**src/rtl/aes_pkg.sv**
```systemverilog
// Shared AES definitions: key/round sizes, round-index type and GF(2^8) xtime.
package aes_pkg;
    localparam int unsigned AES_NUM_ROUNDS = 10;
    localparam int unsigned AES_KEY_W      = 128;

    typedef logic [3:0] round_idx_t;

    // Multiply by x in GF(2^8) modulo x^8+x^4+x^3+x+1.
    function automatic logic [7:0] xtime(input logic [7:0] b);
        return {b[6:0], 1'b0} ^ (b[7] ? 8'h1b : 8'h00);
    endfunction
endpackage

```
**src/rtl/aes_key_mem_if.sv**
```systemverilog
// Key-memory bus: init/key handshake, round-key read port and shared S-box word path.
interface aes_key_mem_if;
    import aes_pkg::*;

    logic                 init;
    logic [AES_KEY_W-1:0] key;
    round_idx_t           round;
    logic [AES_KEY_W-1:0] round_key;
    logic                 ready;
    logic [31:0]          sboxw;
    logic [31:0]          new_sboxw;

    modport master (
        output init, key, round, new_sboxw,
        input  round_key, ready, sboxw
    );

    modport slave (
        input  init, key, round, new_sboxw,
        output round_key, ready, sboxw
    );
endinterface

```
**src/rtl/aes_key_round.sv**
```systemverilog
// One AES-128 key-schedule step: next round key from the previous key and SubWord(prev w3).
module aes_key_round
    import aes_pkg::*;
(
    input  logic [AES_KEY_W-1:0] prev_key_i,
    input  logic [31:0]          sub_word_i,
    input  logic [7:0]           rcon_i,
    output logic [AES_KEY_W-1:0] next_key_o
);
    logic [31:0] t, n0, n1, n2, n3;

    always_comb begin
        // Rotating after substitution is equivalent because SubWord is bytewise.
        t  = {sub_word_i[23:0], sub_word_i[31:24]} ^ {rcon_i, 24'h0};
        n0 = prev_key_i[127:96] ^ t;
        n1 = prev_key_i[95:64]  ^ n0;
        n2 = prev_key_i[63:32]  ^ n1;
        n3 = prev_key_i[31:0]   ^ n2;
        next_key_o = {n0, n1, n2, n3};
    end
endmodule

```
**src/rtl/aes_key_mem.sv**
```systemverilog
// AES-128 key expansion into an 11-entry round-key register file, one round key per cycle.
module aes_key_mem
    import aes_pkg::*;
#(
    parameter int unsigned NUM_ROUNDS = AES_NUM_ROUNDS
) (
    input logic          clk,
    input logic          reset,
    aes_key_mem_if.slave bus
);
    localparam int unsigned NumKeys = NUM_ROUNDS + 1;
    localparam round_idx_t  LastRound = NUM_ROUNDS[3:0];

    localparam logic [0:0] StIdle = 1'b0;
    localparam logic [0:0] StGen  = 1'b1;

    logic [0:0]           state_q, state_d;
    round_idx_t           ctr_q, ctr_d;
    logic [7:0]           rcon_q, rcon_d;
    logic [AES_KEY_W-1:0] prev_q, prev_d;
    logic [AES_KEY_W-1:0] mem_q [NumKeys];

    logic                 wr_en;
    round_idx_t           wr_idx;
    logic [AES_KEY_W-1:0] wr_data;
    logic [AES_KEY_W-1:0] next_key;

    aes_key_round u_round (
        .prev_key_i (prev_q),
        .sub_word_i (bus.new_sboxw),
        .rcon_i     (rcon_q),
        .next_key_o (next_key)
    );

    always_comb begin
        state_d = state_q;
        ctr_d   = ctr_q;
        rcon_d  = rcon_q;
        prev_d  = prev_q;
        wr_en   = 1'b0;
        wr_idx  = '0;
        wr_data = '0;
        unique case (state_q)
            StIdle: begin
                if (bus.init) begin
                    state_d = StGen;
                    prev_d  = bus.key;
                    rcon_d  = 8'h01;
                    ctr_d   = 4'd1;
                    wr_en   = 1'b1;
                    wr_data = bus.key;
                end
            end
            StGen: begin
                prev_d  = next_key;
                rcon_d  = xtime(rcon_q);
                ctr_d   = ctr_q + 4'd1;
                wr_en   = 1'b1;
                wr_idx  = ctr_q;
                wr_data = next_key;
                if (ctr_q == LastRound) state_d = StIdle;
            end
            default: state_d = StIdle;
        endcase
    end

    always_ff @(posedge clk or negedge reset) begin
        if (!reset) begin
            state_q <= StIdle;
            ctr_q   <= '0;
            rcon_q  <= 8'h01;
            prev_q  <= '0;
        end else begin
            state_q <= state_d;
            ctr_q   <= ctr_d;
            rcon_q  <= rcon_d;
            prev_q  <= prev_d;
        end
    end

    always_ff @(posedge clk or negedge reset) begin
        if (!reset) begin
            for (int i = 0; i < int'(NumKeys); i++) mem_q[i] <= '0;
        end else if (wr_en) begin
            mem_q[wr_idx] <= wr_data;
        end
    end

    always_comb begin
        bus.round_key = '0;
        if (bus.round <= LastRound) bus.round_key = mem_q[bus.round];
    end

    assign bus.ready = (state_q == StIdle);
    assign bus.sboxw = prev_q[31:0];
endmodule

```
**src/flat_wrapper.sv**
```systemverilog
// flat-port wrapper written by rule: the top's interface ports become plain ports
module aes_key_mem_flat import aes_pkg::*;
#(
    parameter int unsigned NUM_ROUNDS = AES_NUM_ROUNDS
)
  (clk, reset, bus_init, bus_key, bus_round, bus_new_sboxw, bus_round_key, bus_ready, bus_sboxw);
  aes_key_mem_if bus_i ();
  input logic clk;
  input logic reset;
  input wire logic [$bits(bus_i.init)-1:0] bus_init;
  input wire logic [$bits(bus_i.key)-1:0] bus_key;
  input wire logic [$bits(bus_i.round)-1:0] bus_round;
  input wire logic [$bits(bus_i.new_sboxw)-1:0] bus_new_sboxw;
  output wire logic [$bits(bus_i.round_key)-1:0] bus_round_key;
  output wire logic [$bits(bus_i.ready)-1:0] bus_ready;
  output wire logic [$bits(bus_i.sboxw)-1:0] bus_sboxw;
  assign bus_i.init = bus_init;
  assign bus_i.key = bus_key;
  assign bus_i.round = bus_round;
  assign bus_i.new_sboxw = bus_new_sboxw;
  assign bus_round_key = bus_i.round_key;
  assign bus_ready = bus_i.ready;
  assign bus_sboxw = bus_i.sboxw;
  aes_key_mem #(.NUM_ROUNDS(NUM_ROUNDS)) u_core (.clk(clk), .reset(reset), .bus(bus_i));
endmodule
```
**config.mk**
```make
export PLATFORM = sky130hd
export DESIGN_NAME = aes_key_mem_flat
export DESIGN_NICKNAME = d
export VERILOG_FILES = /design/src/rtl/aes_pkg.sv /design/src/rtl/aes_key_mem_if.sv /design/src/rtl/aes_key_round.sv /design/src/rtl/aes_key_mem.sv /design/src/flat_wrapper.sv
export SDC_FILE = /design/constraint.sdc
export NUM_CORES = 2
export LEC_CHECK = 0
export CAP_MARGIN = 10
export CORE_UTILIZATION = 35
export CTS_CLUSTER_DIAMETER = 40
export DETAILED_ROUTE_END_ITERATION = 7
export MAX_ROUTING_LAYER = met4
export SLEW_MARGIN = 40
export SYNTH_ARGS = -nofsm -noshare
export SYNTH_HDL_FRONTEND = slang
export SYNTH_SLANG_ARGS = --single-unit
```
**constraint.sdc**
```tcl
create_clock -name clk -period 5 [get_ports clk]
set_clock_uncertainty 0.15 [all_clocks]
set_input_delay 0.75 -clock clk [delete_from_list [all_inputs] [get_ports clk]]
set_output_delay 0.75 -clock clk [all_outputs]
set_load 0.005 [all_outputs]
```
==> metrics <==
status=complete, no violations; Vias=53650; Int Pwr=38470 uW; row cnt=about 160; critical path arrival=~3.5 ns; DRT iter0 DRCs=about 5300; Synth top area share=0.5549; CTS tree=built; NumNets Final=7301; ANT nets after route=0; total chip power=66890 uW; R2R depth=5; Initial Utilization=0.3529; gpl congestion=roughly 0.85; Max VDD drop=just under 0.6 mV; crit share post-route=0.8821; DRC=0; crit-path max FO=between 40 and 50; flops & latches, synth=1549; leakage power=0.03800 uW; PostCTS Resize Cnt=0; Startpoint Class=input port; Max Root-Sink Buffers=3; count of cell types in the netlist=just over 50; Hold Crit Class=in2reg; Clk Latency, worst-skew pair=between 0.8 and 0.9 ns; WS Path Type=in2out; Worst Setup End Kind=primary output; normalized max-slew margin=0.4011; drt total wl=~250000 um; Post-synth top flop=dfrtp_1; RSZ-0062 raised after global routing=false; CP top delay family=buffers and inverters; CP Cell Sequence=buf_8 -> buf_4 -> buf_4 -> mux2_2 -> o22ai_1 -> o32ai_1 -> clkdlybuf4s50_1; Sink Count=1549; remaining global-route overflow=0; Die Span Y=approximately 450 um; Worst-path clk slew=approximately 0.06 ns; R2R Setup Slk=roughly 2.0 ns; Final Hold Violating Endpoints=0; Net Sw Frac=0.4248; final max-slew violation count=0; crit-path most repeated cell=buf_4; Fmax achieved=approximately 230 MHz; ys async rst share=1.000; layout cells sized above 1=0.1246; Avg Inst Size Synth=slightly below 10 sq um; FF-to-FF Start=u_core.state_q; Core Region=just under 200000 sq um; Worst path slowest cell=clkdlybuf4s50_1; number of flops mapped to enable cells by yosys=0; CTS H-tree lvls=4; via density per instance=between 5 and 6; post-route minimum period=between 4 and 5 ns; # IOs=328; setup_tns=0 ns; hpwl dp=around 160000 um; IO Port Bufs=roughly 330; post-synthesis cell area=69810 sq um; CTS buffer count=between 200 and 250; area grow syn2layout=20.54%; Worst Tran Pin Value=0.8984 ns; crit path from=bus_round[1]; Logic pwr share=0.417; Root Buffer=clkbuf_16; WHS Endpoint=u_core.prev_q[42]; die width=around 450 um; vias in the first global route=roughly 54000; first-pass GRT wire length=around 360000 um; endpoints failing setup=0; Yosys warnings=0; DIE AREA=about 200000 sq um; cell count after synthesis=approximately 7000; Max-Cap Viols=0; hold_sp=bus_init; syn nets=between 7000 and 8000; post-synth top area cell=dfrtp_1; Req. time, crit path=~4.1 ns; 1st-pass router iterations=6; WL per Instance=~25 um; Sw Pwr=about 28000 uW; Reg power frac=0.342; initial antenna violation count=18; GRT Overall Usage=0.2501; CP max stage delay=0.61 ns; PD cells=~800 nW/um^2; Buf/Inv on CP=4; Reg-to-Reg End=u_core.rcon_q[7]; ranking of synthesized cells by area=dfrtp_1, o21ai_0, nand2_1; largest net degree at the start of global routing=164; Seq/Total Area, Yosys=0.5552; worst hold stages=3; clock power share=0.241
==> worst max-delay path by stage <==
stage,to,slack [ns],cells after the start
floorplan,bus_round_key[20],1.87,5
detailed placement,bus_round_key[92],0.58,7
global route,bus_round_key[92],0.47,7
finish,bus_round_key[92],0.59,7
CTS,bus_round_key[92],0.57,7
global placement,bus_round_key[92],0.55,7
==> stage by stage <==
stage | worst slack [ns] | area, sq um | hold slack [ns] | util | cells
final | 0.5894 | 84150 | 0.2801 | 0.4254 | 9970
after detailed placement | 0.5772 | 76210 | 0.3101 | 0.3852 | 9532
after CTS | 0.5733 | 83960 | 0.2154 | 0.4244 | 9940
after global placement | 0.5530 | 75820 | 0.3016 | 0.3833 | 9503
after global routing | 0.4675 | 84150 | 0.2706 | 0.4254 | 9969
after floorplan | 1.872 | 69810 | 0.2903 | - | 7020
==> state kept, by name, summed over array words and instances, names as in the netlist <==
signal and flops:
u_core.rcon_q 8, u_core.mem_q 1408, u_core.state_q 1, u_core.prev_q 128, u_core.ctr_q 4
==> cell families after synthesis <==
group	Yosys count	synth area share
AOI/OAI and AO/OA	2019	0.1565
xor gates and xnor gates	165	0.02885
adders and majority gates	2	0.0003584
buffers and inverters	691	0.04145
DFF	1549	0.5552
muxes	571	0.1062
and+or+nand+nor	2023	0.1114
==> synthesized netlist by cell type, types with 6 or more instances <==
cell type  instances
mux2_2            76
nor2_1           415
inv_1              8
a31oi_1           43
o32ai_1           38
xor2_1            57
xnor3_1           27
o21ai_0         1322
a22oi_1           56
a21oi_1          403
buf_2            120
dfrtp_1         1548
and3_1            25
buf_4             32
buf_1             51
mux4_2           128
nand2b_1          11
clkbuf_1         476
xnor2_1           68
nor2b_1            6
mux2i_1          367
o22ai_1           39
a221oi_1          90
xor3_1            11
nand2_1         1541
==> power by group through the flow <==
stage	clock network [uW]	logic, uW	registers (uW)
6_report	16100	27900	22900
5_1_grt	16900	30600	23500
4_1_cts	16300	27700	22800
3_5_place_dp	0	27600	23000
3_3_place_gp	0	26500	22700
2_1_floorplan	0	17700	21600
==> tightest hold or removal path, stage by stage <==
cell and delay, ns:
buf_6 0.20, mux2i_1 0.19, o21ai_0 0.09
==> layout make-up <==
type,instances,area [sq um]
fill,18720,113700
sequential,1549,38770
multi-input combinational,4780,28490
clock buffer,262,5849
timing repair buffer,577,5801
tap,2640,3303
clock inverter,145,1891
inverter,8,30.03
antenna,9,22.52
==> cell usage in the layout, fill, tap and decap left out, drive strengths merged, types with 3 or more instances in the layout <==
| master | n |
|---|---|
| a211oi | 5 |
| a21o | 5 |
| a21oi | 403 |
| a221oi | 90 |
| a22o | 4 |
| a22oi | 56 |
| a31oi | 43 |
| and2 | 5 |
| and3 | 25 |
| buf | 246 |
| bufinv | 26 |
| clkbuf | 271 |
| clkdlybuf4s50 | 321 |
| clkinv | 68 |
| clkinvlp | 20 |
| dfrtp | 1548 |
| diode | 9 |
| inv | 39 |
| mux2 | 76 |
| mux2i | 367 |
| mux4 | 128 |
| nand2 | 1541 |
| nand2b | 11 |
| nand3 | 5 |
| nor2 | 415 |
| nor2b | 6 |
| nor3 | 3 |
| o211a | 5 |
| o21ai | 1326 |
| o22ai | 39 |
| o31ai | 3 |
| o32ai | 38 |
| or2 | 4 |
| xnor2 | 68 |
| xnor3 | 27 |
| xor2 | 57 |
| xor3 | 13 |
==> routing by layer <==
metal | routed length [um] | GRT usage | vias up | share of wire
li1 | - | - | 24380 | -
met1 | 97790 | 0.3002 | 26970 | 0.40
met2 | 115400 | 0.3882 | 1780 | 0.47
met3 | 15080 | 0.04375 | 514 | 0.061
met4 | 17790 | 0.1624 | 0 | 0.072
met5 | 0 | - | - | 0
==> timing repair <==
action | 4_1_cts | 5_1_grt
buffers inserted | 0 | 0
hold endpoints to repair | 74 | 0
hold buffers | 1 | 0
(Power assumes the default switching activity.)
